[config.mk]
export PLATFORM = sky130hd
export DESIGN_NAME = reg_bank_arbiter_flat
export DESIGN_NICKNAME = d
export VERILOG_FILES = /design/src/rtl/reg_bank_arbiter_if.sv /design/src/rtl/reg_bank_arbiter.sv /design/src/flat_wrapper.sv
export SDC_FILE = /design/constraint.sdc
export NUM_CORES = 1
export LEC_CHECK = 0
export BUFFER_PORTS_ARGS = -buffer_cell sky130_fd_sc_hd__buf_2
export CORE_ASPECT_RATIO = 1.1
export CORE_MARGIN = 3
export CORE_UTILIZATION = 40
export DETAILED_ROUTE_END_ITERATION = 6
export PLACE_DENSITY_LB_ADDON = 0.15
export SLEW_MARGIN = 0
export SYNTH_ARGS = -nofsm -noshare
export SYNTH_HDL_FRONTEND = slang
export SYNTH_SLANG_ARGS = --single-unit
[constraint.sdc]
create_clock -name clk -period 1.96 [get_ports clk]
set_input_delay 0.098 -clock clk [delete_from_list [all_inputs] [get_ports clk]]
set_output_delay 0.098 -clock clk [all_outputs]
set_load 0.02 [all_outputs]
[src/rtl/reg_bank_arbiter_if.sv]
// Requester/register-bank signal bundle for reg_bank_arbiter.
// The master side drives requests; the slave side (the arbiter) drives the bank controls.
interface reg_bank_arbiter_if #(
  parameter int NREQ = 4,
  parameter int W    = 8,
  parameter int NREG = 4
);
  localparam int AW = $clog2(NREG);

  logic [NREQ-1:0]    req;
  logic [NREQ*AW-1:0] wr_addr;
  logic [NREQ*W-1:0]  wr_data;
  logic               clr_req;
  logic [NREQ-1:0]    gnt;
  logic               clr_ack;
  logic [NREG-1:0]    reg_en;
  logic [W-1:0]       reg_d;
  logic               reg_clr;
  logic               busy;

  modport master (
    output req, wr_addr, wr_data, clr_req,
    input  gnt, clr_ack, reg_en, reg_d, reg_clr, busy
  );

  modport slave (
    input  req, wr_addr, wr_data, clr_req,
    output gnt, clr_ack, reg_en, reg_d, reg_clr, busy
  );
endinterface

[src/rtl/reg_bank_arbiter.sv]
// Round-robin write-port arbiter and clear sequencer for a bank of registers.
// Every bank control is a flop output, so the registers see glitch-free en/d/clr.
//
// state | meaning
// IDLE  | sample clr_req/req and pick the next action
// WRITE | one-cycle write pulse (gnt, reg_en, reg_d) for the winner
// CLEAR | one-cycle bank clear (reg_clr, clr_ack)
module reg_bank_arbiter #(
  parameter int NREQ = 4,
  parameter int W    = 8,
  parameter int NREG = 4
) (
  input  logic             clk,
  input  logic             clr_n,
  reg_bank_arbiter_if.slave bus
);
  localparam int AW = $clog2(NREG);
  localparam int PW = $clog2(NREQ);

  localparam logic [1:0] IDLE  = 2'd0;
  localparam logic [1:0] WRITE = 2'd1;
  localparam logic [1:0] CLEAR = 2'd2;

  logic [1:0]      state;
  logic [PW-1:0]   ptr;
  logic [NREQ-1:0] gnt_q;
  logic            clr_ack_q;
  logic [NREG-1:0] reg_en_q;
  logic [W-1:0]    reg_d_q;
  logic            reg_clr_q;

  logic            win_vld;
  logic [PW-1:0]   win;
  logic [PW-1:0]   ptr_next;
  logic [AW-1:0]   addr_k;
  logic [W-1:0]    data_k;
  logic [NREQ-1:0] gnt_next;
  logic [NREG-1:0] en_next;

  // Search starts at ptr and wraps, so the first hit is the round-robin winner.
  always_comb begin : arb
    int j;
    j        = 0;
    win_vld  = 1'b0;
    win      = '0;
    for (int i = 0; i < NREQ; i++) begin
      j = int'(ptr) + i;
      if (j >= NREQ) j = j - NREQ;
      if (!win_vld && bus.req[j]) begin
        win_vld = 1'b1;
        win     = PW'(j);
      end
    end
  end

  always_comb begin
    addr_k   = bus.wr_addr[int'(win)*AW +: AW];
    data_k   = bus.wr_data[int'(win)*W +: W];
    ptr_next = (int'(win) == NREQ - 1) ? '0 : win + PW'(1);
    gnt_next = '0;
    gnt_next[win] = 1'b1;
    // Out-of-range addresses still get a grant but enable nothing.
    en_next  = '0;
    if (int'(addr_k) < NREG) en_next[addr_k] = 1'b1;
  end

  always_ff @(posedge clk or negedge clr_n) begin
    if (!clr_n) begin
      state     <= IDLE;
      ptr       <= '0;
      gnt_q     <= '0;
      clr_ack_q <= 1'b0;
      reg_en_q  <= '0;
      reg_d_q   <= '0;
      reg_clr_q <= 1'b0;
    end else begin
      case (state)
        IDLE: begin
          if (bus.clr_req) begin
            state     <= CLEAR;
            reg_clr_q <= 1'b1;
            clr_ack_q <= 1'b1;
          end else if (win_vld) begin
            state    <= WRITE;
            gnt_q    <= gnt_next;
            reg_en_q <= en_next;
            reg_d_q  <= data_k;
            ptr      <= ptr_next;
          end
        end
        default: begin
          state     <= IDLE;
          gnt_q     <= '0;
          reg_en_q  <= '0;
          reg_clr_q <= 1'b0;
          clr_ack_q <= 1'b0;
        end
      endcase
    end
  end

  assign bus.gnt     = gnt_q;
  assign bus.clr_ack = clr_ack_q;
  assign bus.reg_en  = reg_en_q;
  assign bus.reg_d   = reg_d_q;
  assign bus.reg_clr = reg_clr_q;
  assign bus.busy    = (state != IDLE);
endmodule

[src/flat_wrapper.sv]
// flat-port wrapper written by rule: the top's interface ports become plain ports
module reg_bank_arbiter_flat 
#(
  parameter int NREQ = 4,
  parameter int W    = 8,
  parameter int NREG = 4
)
  (clk, clr_n, bus_req, bus_wr_addr, bus_wr_data, bus_clr_req, bus_gnt, bus_clr_ack, bus_reg_en, bus_reg_d, bus_reg_clr, bus_busy);
  reg_bank_arbiter_if #(.NREQ(NREQ), .W(W), .NREG(NREG)) bus_i ();
  input  logic clk;
  input  logic clr_n;
  input wire logic [$bits(bus_i.req)-1:0] bus_req;
  input wire logic [$bits(bus_i.wr_addr)-1:0] bus_wr_addr;
  input wire logic [$bits(bus_i.wr_data)-1:0] bus_wr_data;
  input wire logic [$bits(bus_i.clr_req)-1:0] bus_clr_req;
  output wire logic [$bits(bus_i.gnt)-1:0] bus_gnt;
  output wire logic [$bits(bus_i.clr_ack)-1:0] bus_clr_ack;
  output wire logic [$bits(bus_i.reg_en)-1:0] bus_reg_en;
  output wire logic [$bits(bus_i.reg_d)-1:0] bus_reg_d;
  output wire logic [$bits(bus_i.reg_clr)-1:0] bus_reg_clr;
  output wire logic [$bits(bus_i.busy)-1:0] bus_busy;
  assign bus_i.req = bus_req;
  assign bus_i.wr_addr = bus_wr_addr;
  assign bus_i.wr_data = bus_wr_data;
  assign bus_i.clr_req = bus_clr_req;
  assign bus_gnt = bus_i.gnt;
  assign bus_clr_ack = bus_i.clr_ack;
  assign bus_reg_en = bus_i.reg_en;
  assign bus_reg_d = bus_i.reg_d;
  assign bus_reg_clr = bus_i.reg_clr;
  assign bus_busy = bus_i.busy;
  reg_bank_arbiter #(.NREQ(NREQ), .W(W), .NREG(NREG)) u_core (.clk(clk), .clr_n(clr_n), .bus(bus_i));
endmodule
# --- Yosys cells after proc, flatten, opt, wreduce, memory -nomap -nowiden ---
# Index checks and enable logic that the tools add are counted.
word_totals:
  register_bits: 21
  input_bits: 47
  out_inout_bits: 19
  elab_cells: 86
classes:
  addsub: 8
  n_lt_le_gt_ge: 12
  n_eq_ne: 5
  shift: 2
  n_mux: 40
  n_bitwise: 1
  reduce_logical: 12
op_table:
  columns: ["operator", "n"]
  rows:
  - ["$lt A32 B4 Y1 const B", 4]
  - ["$mux W32", 4]
  - ["$ge A32 B4 Y1 const B", 3]
  - ["$sub A32 B4 Y32 const B", 3]
  - ["$shiftx A32 B6 Y8", 1]
  - ["$mux W4", 6]
  - ["$mux W1", 16]
  - ["$mux W2", 8]
  - ["$bmux W1 S2", 4]
  - ["$shiftx A8 B4 Y2", 1]
  - ["$add A2 B2 Y3 const B", 2]
  - ["$lt A2 B3 Y1 const B", 2]
  - ["$logic_and A1 B1 Y1", 5]
  - ["$demux W1 S2", 2]
  - ["$ge A2 B1 Y1 const B", 2]
  - ["$ne A2 B2 Y1 const B", 2]
  - ["$sub A2 B3 Y4 const B", 1]
  - ["$add A2 B1 Y3 const B", 1]
  - ["$ge A2 B3 Y1 const B", 1]
  - ["$logic_not A1 Y1", 3]
  - ["$ne A3 B2 Y1 const B", 1]
  - ["$reduce_and A3 Y1", 1]
  - ["$add A2 B1 Y2 const B", 1]
  - ["$eq A2 B1 Y1 const B", 1]
  - ["other kinds (5)", 5]

# --- Depth between registers and ports, before layout ---
logic_depth:
  word_depth: 23
  mapped_depth: 8
  mapped_depth_nobuf: 7

# --- Least setup slack after synthesis ---
# Ideal clock, no wire load.
synth_timing:
  path_type: "reg2reg"
  start: "reg u_core.ptr[1]"
  end: "reg u_core.gnt_q[0] (netlist: u_core.bus.gnt[0])"
  setup_time_ns: 0.126
  arrival_ns: 1.631
  t_required_ns: 1.834
  setup_slack_ns: 0.202
  stages_incl_launch_ff: 9
  n_path_buf: 1
  period_less_slack_ns: 1.758
  cell_sequence: "dfrtp_1 -> nor2b_2 -> o21a_1 -> nor3_4 -> buf_6 -> inv_1 -> ha_1 -> mux2i_1 -> nor2_1"
synth_via:
  elab_chain_len: 22
  word_cells_on_any_way: 51
  cone_classes: "7 x add/sub; 6 x order compare; 1 x eq/ne; 29 x mux; 8 x reduce/logical"
synth_lines:
  columns: ["element", "line", "source"]
  rows:
  - ["start, declared", "reg_bank_arbiter.sv:25", "logic [PW-1:0] ptr;"]
  - ["start signal, assigned", "reg_bank_arbiter.sv:88", "ptr <= ptr_next;"]
  - ["parallel branches: the longest is 22 deep, another holds $sub A32 B4 Y32", null, null]
  - ["end signal, assigned", "reg_bank_arbiter.sv:85", "gnt_q <= gnt_next;"]
  - ["end, declared", "reg_bank_arbiter.sv:26", "logic [NREQ-1:0] gnt_q;"]
# Several ways; the timed one is not identified. The select of a mux whose other input is x is not followed.
# A chain may end at the register's enable or synchronous reset.

# --- Final worst setup path ---
layout_timing:
  start: "reg u_core.ptr[0]"
  end: "reg u_core.reg_en_q[0] (netlist: u_core.bus.reg_en[0])"
layout_via:
  elab_chain_len: 23
  word_cells_on_any_way: 52
  cone_classes: "7 x add/sub; 6 x order compare; 1 x eq/ne; 1 x shift; 29 x mux; 8 x reduce/logical"
layout_lines:
  columns: ["element", "line", "source"]
  rows:
  - ["parallel branches: the longest is 23 deep, another holds $sub A32 B4 Y32", null, null]
  - ["end signal, assigned", "reg_bank_arbiter.sv:86", "reg_en_q <= en_next;"]
  - ["end, declared", "reg_bank_arbiter.sv:28", "logic [NREG-1:0] reg_en_q;"]
# Several ways; the timed one is not identified. The select of a mux whose other input is x is not followed.

==> impl_metrics.env <==
export IMPL_fin_worst_skew_ns=0.000930
export IMPL_avgViaCountPerCell=4.93
export IMPL_cp_start_kind="flop"
export IMPL_syn_area_mm2=0.00132
export IMPL_initial_core_util_pct=42.5
export IMPL_fmax_mhz=552
export IMPL_cpLargestDelayFamily="compound AO/OA/AOI/OAI gates"
export IMPL_slew_headroom_pct=68.4
export IMPL_avgSynthCellArea_um2=11.2
export IMPL_reg2regPathDepth=7
export IMPL_n_fill_cell=280
export IMPL_wl_um=2800
export IMPL_drt_pass1_iterations=4
export IMPL_rr_startpoint="u_core.ptr[0]$_DFFE_PN0P_"
export IMPL_critPathArrivalTime_ns=2.03
export IMPL_ys_warn_count=0
export IMPL_nNetsFinal=241
export IMPL_place_congestion=0.687
export IMPL_critPathMaxFanout=8
export IMPL_syn_inst=118
export IMPL_grt_overflow=0
export IMPL_fin_crit_ns=1.81
export IMPL_max_vdd_ir_drop_mv=0.530
export IMPL_cap_viol_max_count=0
export IMPL_crit_required_ns=2.18
export IMPL_ys_seq_area_share_pct=39.9
export IMPL_min_from="bus_clr_req"
export IMPL_synthFlopType="dfrtp_1"
export IMPL_cts_sinks=21
export IMPL_ios=66
export IMPL_cts_max_level=1
export IMPL_wl_per_cell_um=12.5
export IMPL_root_buffer="clkbuf_4"
export IMPL_path_class="reg -> reg"
export IMPL_reg2reg_to="u_core.bus.reg_en[0]$_DFFE_PN0P_"
export IMPL_clk_pin_slew_worst_paths_ns=0.12
export IMPL_grt_max_degree=22
export IMPL_drc=0
export IMPL_final_cell_mix="buf_2, mux2i_1, dfrtp_1"
export IMPL_power_leakage_uw=0.000974
export IMPL_slowest_delay_ns=0.44
export IMPL_grt_pass1_wl_um=4600
export IMPL_crit_buf_inv=1
export IMPL_final_setup_viol_count=0
export IMPL_worstPathCellList="nor2_1 > a221oi_2 > o211ai_2 > buf_4 > mux2i_1 > mux2_2 > a22o_1"
export IMPL_fin_ws_ns=0.148
export IMPL_pwr_density_cell_mw_per_mm2=1100
export IMPL_rrSetupSlack_ns=0.15
export IMPL_async_flop_share_pct=100
export IMPL_synth_nets=169
export IMPL_grt_pass1_vias=1045
export IMPL_design_core_area_mm2=0.00310
export IMPL_drtIter0Drc=12
export IMPL_hold_class="in -> reg"
export IMPL_io_buffer_count=65
export IMPL_multi_input_area_um2=724
export IMPL_cp_slowest_cell="dfrtp_1"
export IMPL_ys_ff_latch=21
export IMPL_area_growth_pct=30.9
export IMPL_post_cts_buffers=0
export IMPL_num_antenna_cells=0
export IMPL_period_share_pct=92.4
export IMPL_fin_setup_tns_ns=0
export IMPL_chipWidth_um=60.7
export IMPL_cts_path_max_buffers=2
export IMPL_finalMaxSlewViolations=0
export IMPL_cts_tree="yes"
export IMPL_dr_total_vias=1100
export IMPL_finalHoldViolCount=0
export IMPL_final_common_cell="buf_2"
export IMPL_hold_depth=3
export IMPL_register_area_um2=526
export IMPL_dieHeight_um=66.2
export IMPL_worstHoldEndpoint="u_core.state[1]$_DFFE_PN0P_"
export IMPL_drive_gt1_share_pct=48.1
export IMPL_totalPowerFinal_uw=1900
export IMPL_gr_usage_all_layers_pct=15.3
export IMPL_numCtsBuffers=3
export IMPL_rsz0062_at_grt="no"
export IMPL_status="finished, final reports clean"
export IMPL_synth_edf_count=0
export IMPL_dp_slack_ns=0.168
export IMPL_worst_setup_path_end_kind="flop"
export IMPL_dieArea_mm2=0.00402
export IMPL_antenna_left=0
export IMPL_clock_latency_ns=0.31
export IMPL_row_count=21
export IMPL_place_hpwl_um=2260
export IMPL_grt_antenna_before_repair=0
export IMPL_tightestPinTransition_ns=0.473
export IMPL_synth_cell_types=28
[per-layer routing]
layer  track usage [%]  routed length [µm]  vias up
met5                 0                   0        -
met4              8.13                  57        0
met3              2.73                 212        5
met2              23.1                1290       46
met1              20.4                1240      487
li1                  -                   -      562
[state kept, by name, summed over array words and instances, names as in the netlist]
| register | count |
|---|---|
| u_core.bus.clr_ack | 1 |
| u_core.bus.gnt | 4 |
| u_core.bus.reg_d | 8 |
| u_core.bus.reg_en | 4 |
| u_core.ptr | 2 |
| u_core.state | 2 |
[synthesized netlist by cell type (2+ instances only)]
cell | instances | area share (%)
nand2_1 | 6 | 1.7
ha_1 | 4 | 3.8
buf_6 | 3 | 2.6
nor2_1 | 14 | 4.0
o21ai_1 | 2 | 0.76
mux2_2 | 9 | 7.7
inv_1 | 3 | 0.86
nand2b_1 | 2 | 0.95
mux2i_1 | 33 | 25
dfrtp_1 | 21 | 40
buf_2 | 2 | 0.76
a22o_1 | 3 | 2.0
[worst min-delay path: cells and delay by family]
kind / cells / cell delay, ns
buffers and inverters: 2 / 0.17
AND/OR/NAND/NOR: 1 / 0.04
[final cells by class]
type                    instances  area share, %
clock buffers                   3           1.31
clock inverters                 1          0.290
inverters                       4          0.871
multi-input cells              87           42.0
flip-flops and latches         21           30.5
well taps                      34           2.47
repair buffers                 73           22.5
[cell families after synthesis]
group	synth area share (%)
AO/OA/AOI/OAI	6.84
adder cells (fa/ha/maj)	3.80
buffers and inverters	5.04
flip-flops	39.9
multiplexers	32.8
AND/OR/NAND/NOR	11.6
[how the worst max path moves through the flow]
stage                                   start                          endpoint  slack, ns  depth (start not counted)
floorplan           u_core.ptr[1]$_DFFE_PN0P_     u_core.bus.gnt[0]$_DFFE_PN0P_       0.20                          8
global placement    u_core.ptr[1]$_DFFE_PN0P_  u_core.bus.reg_en[0]$_DFFE_PN0P_       0.20                          7
detailed placement  u_core.ptr[1]$_DFFE_PN0P_     u_core.bus.gnt[2]$_DFFE_PN0P_       0.17                          8
CTS                 u_core.ptr[1]$_DFFE_PN0P_     u_core.bus.gnt[2]$_DFFE_PN0P_       0.14                          8
global route        u_core.ptr[0]$_DFFE_PN0P_  u_core.bus.reg_en[2]$_DFFE_PN0P_       0.04                          7
finish              u_core.ptr[0]$_DFFE_PN0P_  u_core.bus.reg_en[0]$_DFFE_PN0P_       0.15                          7
[where the power goes]
group	internal, µW	total [µW]	switching [µW]
combinational	478	1030	549
clock	76.3	218	141
sequential	574	658	84.5
total	1130	1900	774
[what timing repair did]
item	CTS	global route
hold buffers	1	0
endpoints found under the hold margin	21	0
gates resized for setup	0	0
[through the flow]
step	utilization [%]	hold slack, ns	cells	cell area [µm²]
after global routing	55.6	0.00471	223	1720
after floorplan	-	-0.198	118	1320
final	55.6	0.0182	223	1720
after global placement	54.4	0.0844	218	1690
after CTS	55.6	0.00570	223	1720
after detailed placement	54.4	0.0903	218	1690
(Power assumes the default switching activity.)
